`src/rtl/csa_pipe.sv`:
```
// Two-stage pipelined carry-select adder/subtractor with valid/ready flow control.
// Define CSA_PIPE_OVF_EN to enable the registered signed-overflow output; otherwise ovf is tied to 0.
module csa_pipe #(
    parameter int WIDTH = 16,
    parameter int BLK   = 4
) (
    input  logic             clk,
    input  logic             rst,
    input  logic             in_valid,
    output logic             in_ready,
    input  logic [WIDTH-1:0] a,
    input  logic [WIDTH-1:0] b,
    input  logic             sub,
    output logic             out_valid,
    input  logic             out_ready,
    output logic [WIDTH-1:0] sum,
    output logic             carry,
    output logic             ovf
);

    localparam int NBLK = WIDTH / BLK;
    // Blocks 1..NBLK-1 need a carry-in-1 variant; keep the array non-empty when NBLK == 1.
    localparam int NH   = (NBLK > 1) ? NBLK - 1 : 1;

    logic             advance;
    logic [WIDTH-1:0] bk;

    // Stage-1 combinational block sums (BLK+1 bits: sum plus block carry).
    logic [BLK:0]     s0_w [NBLK];
    logic [BLK:0]     s1_w [NH];

    logic             s1_v_reg;
    logic [BLK:0]     s0_reg [NBLK];
    logic [BLK:0]     s1_reg [NH];

    logic [WIDTH-1:0] sum_next;
    logic             carry_next;

    logic             out_valid_reg;
    logic [WIDTH-1:0] sum_reg;
    logic             carry_reg;

    assign advance  = !out_valid_reg || out_ready;
    assign in_ready = advance;
    assign bk       = sub ? ~b : b;

    genvar gi;
    generate
        for (gi = 0; gi < NBLK; gi++) begin : g_blk
            if (gi == 0) begin : g_first
                // Block 0 knows its carry-in (sub) already, so only the selected sum is kept.
                assign s0_w[gi] = {1'b0, a[BLK-1:0]} + {1'b0, bk[BLK-1:0]} + {{BLK{1'b0}}, sub};
                if (NBLK == 1) begin : g_tie
                    assign s1_w[0] = '0;
                end
            end else begin : g_sel
                assign s0_w[gi]   = {1'b0, a[gi*BLK +: BLK]} + {1'b0, bk[gi*BLK +: BLK]};
                assign s1_w[gi-1] = {1'b0, a[gi*BLK +: BLK]} + {1'b0, bk[gi*BLK +: BLK]}
                                    + (BLK+1)'(1);
            end
        end
    endgenerate

    // Stage-2 carry-select chain: each block's carry-in picks the neighbour's precomputed result.
    always_comb begin
        logic c;
        sum_next           = '0;
        sum_next[BLK-1:0]  = s0_reg[0][BLK-1:0];
        c                  = s0_reg[0][BLK];
        for (int k = 1; k < NBLK; k++) begin
            sum_next[k*BLK +: BLK] = c ? s1_reg[k-1][BLK-1:0] : s0_reg[k][BLK-1:0];
            c                      = c ? s1_reg[k-1][BLK]     : s0_reg[k][BLK];
        end
        carry_next = c;
    end

    always_ff @(posedge clk) begin
        if (rst) begin
            s1_v_reg      <= 1'b0;
            for (int k = 0; k < NBLK; k++) s0_reg[k] <= '0;
            for (int k = 0; k < NH; k++)   s1_reg[k] <= '0;
            out_valid_reg <= 1'b0;
            sum_reg       <= '0;
            carry_reg     <= 1'b0;
        end else if (advance) begin
            s1_v_reg      <= in_valid;
            s0_reg        <= s0_w;
            s1_reg        <= s1_w;
            out_valid_reg <= s1_v_reg;
            sum_reg       <= sum_next;
            carry_reg     <= carry_next;
        end
    end

    assign out_valid = out_valid_reg;
    assign sum       = sum_reg;
    assign carry     = carry_reg;

`ifdef CSA_PIPE_OVF_EN
    logic a_msb_reg;
    logic bk_msb_reg;
    logic ovf_reg;

    // Overflow uses the effective operand bk, so one rule covers add and subtract.
    always_ff @(posedge clk) begin
        if (rst) begin
            a_msb_reg  <= 1'b0;
            bk_msb_reg <= 1'b0;
            ovf_reg    <= 1'b0;
        end else if (advance) begin
            a_msb_reg  <= a[WIDTH-1];
            bk_msb_reg <= bk[WIDTH-1];
            ovf_reg    <= (a_msb_reg == bk_msb_reg) && (sum_next[WIDTH-1] != a_msb_reg);
        end
    end

    assign ovf = ovf_reg;
`else
    assign ovf = 1'b0;
`endif

endmodule

```
`config.mk`:
```
export PLATFORM = sky130hd
export DESIGN_NAME = csa_pipe
export DESIGN_NICKNAME = d
export VERILOG_FILES = /design/src/rtl/csa_pipe.sv
export SDC_FILE = /design/constraint.sdc
export NUM_CORES = 1
export LEC_CHECK = 0
export CAP_MARGIN = 10
export CORE_UTILIZATION = 46
export DETAILED_ROUTE_END_ITERATION = 6
export PLACE_DENSITY = 0.75
export SLEW_MARGIN = 20
export SYNTH_ARGS = -nofsm -noshare
export SYNTH_HDL_FRONTEND = slang
export SYNTH_SLANG_ARGS = --single-unit
```
`constraint.sdc`:
```
create_clock -name clk -period 3.4 [get_ports clk]
set_input_delay 1.02 -clock clk [delete_from_list [all_inputs] [get_ports clk]]
set_output_delay 1.02 -clock clk [all_outputs]
set_load 0.1 [all_outputs]
```
==> results.md <==
- Status: complete, no violations
- GRT met3 Usage: 3.43%
- Worst-Margin Slew: 0.642 ns
- PortBufs: 55
- Synth Register Bits: 54
- Final net count: 423
- GR peak layer: met2
- Worst hold margin: 0.455 ns
- Largest net degree at the start of global routing: 71
- Hold Fails Final Rpt: 0
- Min-Delay Path Class: reg2reg
- Area of the multi-input gates: 1600 sq um
- Vias in the first global route: 1924
- Sequential share of power: 41.9%
- DR iter-0 viols: 128
- Gr ovfl total: 0
- H-tree levels: 2
- Initial antenna violation count: 0
- Reg clk slew, reported paths: 0.09 ns
- Post-CTS Setup Inserts: 0
- Slew HR: 57.2%
- Most frequent CP cell: ha_1
- Avg WL per Cell: 12.2 um
- Async S/R FF share, synth: 0%
- R2R Setup Slk: 1.45 ns
- DIE HEIGHT: 79.9 um
- Met1 Resource Use GR: 25.3%
- N_diodes: 0
- Design area: 3490 sq um
- Post-Synthesis Cells: 312
- First-pass DRT Iterations: 5
- RSZ-0062 raised after global routing: no
- P&R area growth vs syn: 25.1%
- CTS Sinks: 54
- Clock Skews: 0.00310 ns
- Initial Util: 49.1%
- Startpoint Class: primary input
- Max IR drop VDD: 0.292 mV
- Antenna Violating Nets Remaining: 0
- Placed inst area: 3380 sq um
- Top FF cell, synth: dfxtp_1
- Switching power: 656 uW
- Max reg flops: 20
- Synth Cell Area: 2790 sq um
- Vias: 2158
- Pwr dens: 534 nW/um^2
- Cell Int Power: 1.21 mW
- Crit path DAT: 3.45 ns
- Fmax: 312 MHz
- Max-slew violations: 0
- Clock Latency Late Sink: 0.30 ns
- Global Route Usage Sum: 17.9%
- Critical path type: in2reg
- Die width: 79.9 um
- Synthesized net count: 372
- Total wire length: 5310 um
- First-pass GRT wire length: 8780 um
- Worst-path cell chain: clkdlybuf4s50_1 > buf_12 > xor2_1 > ha_1 > fa_1 > ha_1 > and2_1 > a2111oi_0 > nand3b_1
- FF+latch area: 1080 sq um
- CP required: 3.64 ns
- Placer congestion estimate: 0.846
- Clock power share: 22.1%
- Met2 Use GR: 26.8%
- Max FO, Critical Path: 13
- IO Count: 57
- Max-cap violations: 0
- Rows: 27
- Register area share after synthesis: 38.8%
- Post-route DRC: 0
- Final Setup Violations: 0
- Final Critical Period: 3.20 ns
- Synth cell types: 35
- Post-DP HPWL: 3950 um
- Post-synth EDFFs: 0
- Slowest cell on crit path: clkdlybuf4s50_1
- CTS root buf: clkbuf_8
- # hold bufs at CTS: 0
- Leakage: 1.57 nW
- Post-Syn Area per Cell: 8.94 sq um
- Critical Path Max Stage Delay: 0.50 ns
- # resized after CTS: 0
- TritonCTS clock tree: built
- Via/cell ratio: 4.95
- CTS max path bufs: 2
- Worst setup EP type: register
- Total CTS buffers: 5
- Core area: 5680 sq um
- Layout cells sized above 1: 11.0%
- Final worst path period share: 94.2%
- Combinational share of power: 36.0%
- Yosys warnings: 0
- Die area: 6380 sq um
- # fillers: 517
- Sw Share: 35.2%
[synth_stat cells, types with 3 or more instances]
| library cell | n | area [sq um] |
|---|---|---|
| clkbuf_1 | 15 | 56.3 |
| fa_1 | 4 | 80.1 |
| nand3_1 | 3 | 15.0 |
| dfxtp_1 | 54 | 1080 |
| o21ai_0 | 3 | 15.0 |
| mux2i_1 | 13 | 130 |
| xnor2_1 | 7 | 61.3 |
| a211oi_1 | 24 | 180 |
| nand3b_1 | 3 | 22.5 |
| nor2_1 | 38 | 143 |
| xor2_1 | 21 | 184 |
| nand2_1 | 40 | 150 |
| nor3_1 | 3 | 15.0 |
| inv_1 | 5 | 18.8 |
| a21oi_1 | 27 | 135 |
| a21o_1 | 7 | 52.6 |
| ha_1 | 19 | 238 |
[power by group through the flow]
stage	clock network (mW)	registers [mW]	logic, mW
after floorplan	0	0.956	0.332
after global placement	0	0.790	0.662
after detailed placement	0	0.795	0.672
after CTS	0.424	0.780	0.675
after global routing	0.449	0.793	0.730
final	0.412	0.780	0.672
[metrics by stage]
step | setup WS, ns | instances | power [mW] | utilization, % | setup TNS, ns
6_report | 0.196 | 436 | 1.86 | 61.5 | 0
5_1_grt | 0.0404 | 436 | 1.97 | 61.5 | 0
4_1_cts | 0.208 | 436 | 1.88 | 61.5 | 0
3_5_place_dp | -0.117 | 428 | 1.47 | 59.6 | -0.268
2_1_floorplan | 0.134 | 312 | 1.29 | - | 0
3_3_place_gp | 0.0310 | 428 | 1.45 | 59.6 | 0
[path summary, 6_finish.rpt]
check | startpoint | to | cells after the start
max reg2reg | s0_reg[19]$_SDFFE_PP0P_ | carry$_SDFFE_PP0P_ | 4
max | sub | s1_reg[14]$_SDFFE_PP0P_ | 9
min | s0_reg[6]$_SDFFE_PP0P_ | s0_reg[6]$_SDFFE_PP0P_ | 2
min reg2reg | s0_reg[6]$_SDFFE_PP0P_ | s0_reg[6]$_SDFFE_PP0P_ | 2
[layout by cell type, fill, tap and decap left out, types with 2 or more instances in the layout]
master           count
dfxtp_1             54
nand2_1             40
nor2_1              38
clkdlybuf4s50_1     35
a21oi_1             27
buf_4               26
a211oi_1            24
xor2_1              21
ha_1                19
mux2i_1             13
a21o_1               7
xnor2_1              7
inv_1                5
clkbuf_8             5
fa_1                 4
nand3_1              3
o21ai_0              3
nand3b_1             3
nor3_1               3
and2_1               2
or3_1                2
nor3b_1              2
mux2i_4              2
a2111oi_0            2
nand4_1              2
clkbuf_1             2
buf_12               2
[logic make-up (layout without fill, tap and decap cells)]
logic type	after synthesis	count (layout)	share of synthesized area, %
and+or+nand+nor	98	98	15.1
AOI/OAI and AO/OA	66	66	15.2
DFF	54	54	38.8
xor gates and xnor gates	28	28	8.79
buffers and inverters	26	78	3.99
adders and majority gates	23	23	11.4
muxes	16	16	6.68
other	1	1	0.134
[critical path, delay by kind of cell]
family | cells | cell delay, ns
simple gates | 2 | 0.32
fa+ha+maj | 3 | 0.87
buf+inv | 2 | 0.65
xor+xnor | 1 | 0.14
compound gates | 1 | 0.43
[cell type report]
| cell class | count | share of cell area (%) |
|---|---|---|
| Clock buffer | 7 | 2.19 |
| Clock inverter | 1 | 0.861 |
| Inverter | 6 | 0.645 |
| Multi-Input combinational cell | 232 | 45.8 |
| Sequential cell | 54 | 31.0 |
| Tap cell | 72 | 2.58 |
| Timing Repair Buffer | 64 | 16.9 |
[routing by layer]
metal	up-vias	routed length, um
li1	1171	-
met1	921	2710
met2	61	2250
met3	5	265
met4	0	78
met5	-	0
(Power assumes the default switching activity.)
